## config.mk

```make
export PLATFORM = sky130hd
export DESIGN_NAME = riscv_zero_prefetch
export DESIGN_NICKNAME = d
export VERILOG_FILES = /design/src/rtl/riscv_zero_prefetch.sv
export SDC_FILE = /design/constraint.sdc
export NUM_CORES = 1
export LEC_CHECK = 0
export BUFFER_PORTS_ARGS = -buffer_cell sky130_fd_sc_hd__buf_4
export CORE_ASPECT_RATIO = 0.75
export CORE_MARGIN = 5
export CORE_UTILIZATION = 40
export DETAILED_ROUTE_END_ITERATION = 12
export GPL_TIMING_DRIVEN = 1
export PLACE_DENSITY = 0.67
export SLEW_MARGIN = 10
export SYNTH_ARGS = -nofsm -noshare
export SYNTH_HDL_FRONTEND = slang
export SYNTH_SLANG_ARGS = --single-unit
```

## constraint.sdc

```tcl
create_clock -name clk -period 5.9 [get_ports clk]
set_clock_uncertainty 0.05 [all_clocks]
set_input_delay 0.59 -clock clk [delete_from_list [all_inputs] [get_ports clk]]
set_output_delay 0.59 -clock clk [all_outputs]
set_load 0.02 [all_outputs]
```

## src/rtl/riscv_zero_prefetch.sv

```systemverilog
// rtl/riscv_zero_prefetch.sv - Instruction prefetch queue fed by a single-outstanding fetch FSM
module riscv_zero_prefetch #(
    parameter int unsigned     XLEN     = 64,
    parameter int unsigned     ILEN     = 32,
    parameter int unsigned     DEPTH    = 4,
    parameter logic [XLEN-1:0] RESET_PC = '0
) (
    input  logic            clk,
    input  logic            reset,
    input  logic            branch_taken,
    input  logic [XLEN-1:0] pc_in,
    output logic            mem_req,
    output logic [XLEN-1:0] mem_addr,
    input  logic            mem_ack,
    input  logic [ILEN-1:0] mem_rdata,
    output logic            d_valid,
    input  logic            d_ready,
    output logic [ILEN-1:0] d_inst_data,
    output logic [XLEN-1:0] d_pc
);
    localparam int unsigned   PW   = (DEPTH > 1) ? $clog2(DEPTH) : 1;
    localparam int unsigned   CW   = $clog2(DEPTH + 1);
    localparam logic [CW-1:0] FULL = CW'(DEPTH);

    typedef enum logic [1:0] {
        IDLE,
        REQ,
        DROP
    } state_t;

    state_t          state;
    state_t          state_nxt;
    logic [XLEN-1:0] pc_q   [DEPTH];
    logic [ILEN-1:0] inst_q [DEPTH];
    logic [PW-1:0]   rd_ptr;
    logic [PW-1:0]   wr_ptr;
    logic [CW-1:0]   count;
    logic [CW-1:0]   count_nxt;
    logic [XLEN-1:0] fetch_pc;
    logic [XLEN-1:0] fetch_pc_nxt;
    logic [XLEN-1:0] drop_addr;
    logic            push;
    logic            pop;

    // A redirect cancels both the response being written and the pop being taken.
    assign d_valid     = (count != '0);
    assign pop         = d_valid && d_ready && !branch_taken;
    assign push        = (state == REQ) && mem_ack && !branch_taken;
    assign mem_req     = (state != IDLE);
    assign mem_addr    = (state == DROP) ? drop_addr : fetch_pc;
    assign d_inst_data = d_valid ? inst_q[rd_ptr] : '0;
    assign d_pc        = d_valid ? pc_q[rd_ptr] : '0;

    always_comb begin
        count_nxt = count;
        if (branch_taken) begin
            count_nxt = '0;
        end else if (push && !pop) begin
            count_nxt = count + CW'(1);
        end else if (!push && pop) begin
            count_nxt = count - CW'(1);
        end
    end

    // A new request is only issued when its response is guaranteed a free slot.
    always_comb begin
        state_nxt    = state;
        fetch_pc_nxt = fetch_pc;
        case (state)
            IDLE: begin
                if (branch_taken) begin
                    fetch_pc_nxt = pc_in;
                    state_nxt    = REQ;
                end else if (count_nxt < FULL) begin
                    state_nxt = REQ;
                end
            end
            REQ: begin
                if (branch_taken) begin
                    fetch_pc_nxt = pc_in;
                    state_nxt    = mem_ack ? REQ : DROP;
                end else if (mem_ack) begin
                    fetch_pc_nxt = fetch_pc + XLEN'(4);
                    state_nxt    = (count_nxt < FULL) ? REQ : IDLE;
                end
            end
            DROP: begin
                if (branch_taken) begin
                    fetch_pc_nxt = pc_in;
                end
                if (mem_ack) begin
                    state_nxt = REQ;
                end
            end
            default: state_nxt = IDLE;
        endcase
    end

    always_ff @(posedge clk or negedge reset) begin
        if (!reset) begin
            state     <= IDLE;
            count     <= '0;
            rd_ptr    <= '0;
            wr_ptr    <= '0;
            fetch_pc  <= RESET_PC;
            drop_addr <= RESET_PC;
        end else begin
            state    <= state_nxt;
            count    <= count_nxt;
            fetch_pc <= fetch_pc_nxt;
            // The squashed request keeps presenting its original address until acked.
            if ((state == REQ) && branch_taken && !mem_ack) begin
                drop_addr <= fetch_pc;
            end
            if (branch_taken) begin
                rd_ptr <= '0;
                wr_ptr <= '0;
            end else begin
                if (push) begin
                    wr_ptr <= wr_ptr + PW'(1);
                end
                if (pop) begin
                    rd_ptr <= rd_ptr + PW'(1);
                end
            end
        end
    end

    always_ff @(posedge clk) begin
        if (push) begin
            pc_q[wr_ptr]   <= fetch_pc;
            inst_q[wr_ptr] <= mem_rdata;
        end
    end

endmodule

```

==> results of run 1 <==
[logic make-up (layout without fill, tap and decap cells)]
family | count (synthesis) | after routing | synth area share, %
muxes | 220 | 220 | 15.80
DFF | 521 | 521 | 66.49
AOI/OAI and AO/OA | 180 | 180 | 5.311
and+or+nand+nor | 399 | 399 | 9.765
xor gates and xnor gates | 6 | 6 | 0.2336
adders and majority gates | 9 | 9 | 0.4894
buffers and inverters | 112 | 395 | 1.913
[worst max-delay path: cells and delay by family (launching register included)]
family                 cells  cell delay, ns
buffers and inverters      2            0.69
flip-flops                 1            0.94
multiplexers               1            0.55
AND/OR/NAND/NOR            1            0.19
[synth_stat cells (9+ instances only)]
library cell  number
a21oi_1           46
o21ai_0           39
and2_1           104
o22a_1            11
buf_1              9
nor4_1            12
nand4_1           32
nand3_1           34
mux4_2            96
nor3_1            27
inv_1             15
nand2_1           70
clkbuf_1          80
or3_1             18
o22ai_1           11
dfrtp_1          137
nor2_1            56
mux2_2           121
a32oi_1           11
edfxtp_1         384
[sequential cells by signal (all words and copies together) (netlist names)]
register	count
count	3
fetch_pc	64
inst_q	128
drop_addr	64
pc_q	256
rd_ptr	2
state	2
wr_ptr	2
[path summary, 6_finish.rpt]
path | to | slack [ns] | cells after the start
max in group asynchronous | rd_ptr[1] | 4.37 | 2
worst max-delay path | d_pc[30] | 2.20 | 4
worst min register to register | drop_addr[6] | 0.45 | 1
min in group clk | inst_q[1][4] | 0.15 | 1
worst max register to register | drop_addr[11] | 2.81 | 5
worst min-delay path | drop_addr[61] | 0.04 | 1
[metal layers]
metal  GRT usage, %  up-vias  part of all wire (%)
met2          29.46      567                    46
met4          4.851        8                   2.2
met1          27.86     7253                    45
met3          4.272      103                   7.5
met5              0        -                 0.072
li1               -     6138                     -
[power by group through the flow]
stage | clock, W | sequential (W) | combinational [W]
floorplan | 0 | 0.00526 | 0.00313
CTS | 0.00360 | 0.00568 | 0.00470
global placement | 0 | 0.00569 | 0.00463
finish | 0.00350 | 0.00567 | 0.00463
global route | 0.00375 | 0.00579 | 0.00500
detailed placement | 0 | 0.00575 | 0.00468
[layout make-up]
class | count | area share, %
Clock buffer | 65 | 5.288
Clock inverter | 31 | 1.442
Inverter | 15 | 0.2080
Multi-Input combinational cell | 814 | 26.46
Sequential cell | 521 | 55.29
Tap cell | 731 | 3.379
Timing Repair Buffer | 284 | 7.936
[per-stage QoR]
step	hold WS, ns	instances	utilization [%]	instance area, um2	worst slack, ns
after floorplan	0.2444	1447	-	22500	1.882
after global placement	0.4331	2365	45.22	25250	2.472
after detailed placement	0.4397	2365	45.22	25250	2.492
after CTS	0.04315	2461	48.48	27070	2.038
after global routing	0.09223	2461	48.48	27070	1.909
final	0.04128	2461	48.48	27070	2.198
==> impl_metrics.ini, run 1 <==
[status]
status = complete, no violations

[logic_synthesis]
ys_top_cells_by_area = edfxtp_1, dfrtp_1, mux4_2
async_reset_ff_share_pct = 26.30
syn_area_per_cell_um2 = 15.55
ys_seq_area_share_pct = 66.49
yosys_warnings = 0
ys_seq_elements = 521
synth_top_area_share_pct = 51.25
synth_area_um2 = 22500
syn-num-nets = 1556
synth_top_cell_by_area = edfxtp_1
synth_edf_count = 384
synth_cell_types = 64
synthCells = 1447
synth_flop_cell = edfxtp_1

[placement]
gp_congestion = 0.8214
post-dp-hpwl_um = 38120
port_buffers = 262

[drt]
via_per_inst = 5.717
routedWlPerCell_um = 24.23
dr.pass1.iters = 5
totalWireLength_um = 59630
route.detailed.drc = 0
vias = 14070
drt_iter0_markers = 1235
detail-route-antenna-nets = 0

[setup_path]
setup.worst_path.start = rd_ptr[0]
crit_required_ns = 5.26
critPathKind = flip-flop to primary output
slowest_delay_ns = 0.94
cp-start-kind = flip-flop
cp.arrival_ns = 3.06
crit_top_cell = buf_4
end_kind = primary output
worstReg2RegStart = state[0]
crit_path_top_delay_cell = dfrtp_4
cp_cell_sequence = buf_4, mux4_2, and2_1, buf_4
path_max_fanout = 40

[timing]
min_period_ns = 3.702
setup_tns_ns = 0
slew_viol_final = 0
period_share_pct = 62.75
finalHoldViolations = 0
finalSetupViolCount = 0
slew_headroom_pct = 20.14
worstMarginPinSlew_ns = 1.198
clock.fmax_mhz = 270.1
grt_setup_unrepaired = false

[global_route]
grt_max_degree = 93
antenna_found_initial = 4
grt.total_usage_pct = 19.12
grt_pass1_vias = 14180
grt_pass1_wl_um = 90310
grt_overflow = 0

[clock_tree]
cts_buffers = 52
h-tree-depth = 2
root_buffer = clkbuf_16
worstSkewPairLatency_ns = 0.59
cts_tree = yes
cts.clk_slew.worst_paths_ns = 0.06
cts_resized = 0
clock_sinks = 521
ctsLongestPathBuffers = 3
cts_hold_buf = 0
post-cts-setup-buffers = 0

[final_layout]
seq_area_um2 = 14970
antenna_cells = 0
layout-drive-gt1-share_pct = 35.66
mostFrequentLayoutCells = edfxtp_1, buf_4, dfrtp_1, mux2_2, and2_1
nets = 1797
multi_input_area_um2 = 7162
area_growth_pct = 20.31
fillers = 4751
final_common_cell = edfxtp_1

[power_and_ir_drop]
p_int_w = 0.009012
p_comb_share_pct = 33.5
p_switching_w = 0.004786
p_leak_nw = 9.477
p_per_area_nw_per_um2 = 509.7
ir_drop_uv = 258.3
p_total_w = 0.01380
p_clk_share_pct = 25.4
switching_share_pct = 34.69
seqPwrFrac_pct = 41.1

[floorplanning]
die_x_um = 283.9
die-area_um2 = 61140
rows = 75
die-height_um = 215.4
start_util_pct = 40.30
io_pins = 263
core_area_um2 = 55830

[hold_path]
min_path_type = input pin to async pin

[job]
maxCapViolCount = 0
Note: power is estimated with default switching activity, not from simulation.
==> run 2, diff against run 1 <==
Clock period 5.9 ns to 3.8 ns, I/O delays scaled along.
==> impl_metrics.ini, run 2 (synthesized netlist as in run 1, its figures left out) <==
[timing]
period_share_pct = 84.37
timing.final.ws_setup_ns = 0.5939
worstMarginPinSlew_ns = 0.9338
clock.fmax_mhz = 311.9
slew_viol_final = 0
slew_headroom_pct = 37.75
min_period_ns = 3.206
grt_setup_unrepaired = false
finalHoldViolations = 0
finalSetupViolCount = 0
setup_tns_ns = 0

[setup_path]
end_kind = primary output
path_max_fanout = 37
cp-start-kind = flip-flop
cp_cell_sequence = nor2b_4, buf_12, nand2_1, o21ai_0, buf_4
crit_family = simple AND/OR/NAND/NOR gates
cp_num_cells = 5
crit_buf_inv = 2
critPathKind = flip-flop to primary output
crit_required_ns = 3.37
slowest_delay_ns = 0.64
cp.arrival_ns = 2.78
reg2reg_depth = 5
crit_path_top_delay_cell = nor2b_4

[floorplanning]
die_x_um = 283.9
io_pins = 263
core_area_um2 = 55830
start_util_pct = 40.30
rows = 75
die-height_um = 215.4
die-area_um2 = 61140

[drt]
routedWlPerCell_um = 24.44
dr.pass1.iters = 7
via_per_inst = 5.642
route.detailed.drc = 0
detail-route-antenna-nets = 0
totalWireLength_um = 61610
vias = 14220
drt_iter0_markers = 1242

[hold_path]
hold_depth = 3
min_path_type = input pin to flip-flop

[final_layout]
largest_register_ffs = 256
top_regs = pc_q x256, inst_q x128
final_core_util_pct = 49.54
layout-drive-gt1-share_pct = 35.27
nets = 1855
top_register = pc_q
mostFrequentLayoutCells = edfxtp_1, buf_4, dfrtp_1, mux2_2, and2_1
final_common_cell = edfxtp_1
fillers = 4718
area_growth_pct = 22.94

[clock_tree]
root_buffer = clkbuf_16
worstSkewPairLatency_ns = 0.59
cts.clk_slew.worst_paths_ns = 0.06
clock_sinks = 521
post-cts-setup-buffers = 0
cts_resized = 0
cts_buffers = 52
h-tree-depth = 2
cts_tree = yes
ctsLongestPathBuffers = 3
cts_hold_buf = 44

[placement]
post-dp-hpwl_um = 38500
port_buffers = 262
gp_congestion = 0.8436
pre_cts_ws_ns = 1.042

[power_and_ir_drop]
p_total_w = 0.02148
ir_drop_uv = 387.9
p_per_area_nw_per_um2 = 776.6
p_leak_nw = 9.717

[global_route]
grt_overflow = 0
grt_max_degree = 88
grt_pass1_wl_um = 93610
grt.total_usage_pct = 19.90
antenna_found_initial = 6
grt_pass1_vias = 14750

[job]
maxCapViolCount = 0

[status]
status = complete, no violations
[run 2: cell type report]
| type | instances | area, um2 | area share, % |
|---|---|---|---|
| repair buffers | 342 | 2794 | 10.10 |
| inverters | 15 | 56.30 | 0.2036 |
| flip-flops and latches | 521 | 14970 | 54.11 |
| clock buffers | 68 | 1421 | 5.139 |
| diodes | 1 | 2.502 | 0.009047 |
| multi-input cells | 814 | 7162 | 25.89 |
| clock inverters | 29 | 342.8 | 1.239 |
| well taps | 731 | 914.6 | 3.307 |
[run 2: stage by stage]
step	instances	instance area, um2	hold WS (ns)
2_1_floorplan	1447	22500	0.03441
3_3_place_gp	2379	25450	0.4330
3_5_place_dp	2379	25450	0.4401
4_1_cts	2520	27660	0.001708
5_1_grt	2520	27660	0.03797
6_report	2521	27660	0.03686
[run 2: worst register-to-register path, cell delays in order (launching register included)]
cell and delay, ns:
dfrtp_1 0.56, nand3_2 0.30, nor4_4 0.68, nand4_1 0.52
o211a_1 0.38, a211oi_1 0.25
[run 2: path summary, 6_finish.rpt]
| path | slack [ns] | endpoint | start |
|---|---|---|---|
| worst max-delay path | 0.59 | mem_addr[34] | state[1] |
| worst min-delay path | 0.04 | fetch_pc[48] | pc_in[48] |
| worst max register to register | 0.96 | fetch_pc[47] | fetch_pc[7] |
| worst min register to register | 0.45 | drop_addr[62] | drop_addr[62] |
| max in group asynchronous | 2.38 | fetch_pc[2] | reset |
| min in group asynchronous | 0.38 | drop_addr[16] | reset |
[run 2: per-layer routing]
layer	up-vias	global-route usage, %	routed length, um
li1	6250	-	-
met1	7274	28.25	26660
met2	569	30.86	28180
met3	121	4.673	4985
met4	10	5.998	1709
met5	-	0	65
[run 2: report_power, final]
| group | internal [W] | leakage (nW) | switching [W] | total [W] |
|---|---|---|---|---|
| sequential | 0.00743 | 5.04 | 0.00125 | 0.00868 |
| clock | 0.00312 | 0.863 | 0.00219 | 0.00531 |
| combinational | 0.00340 | 3.82 | 0.00410 | 0.00749 |
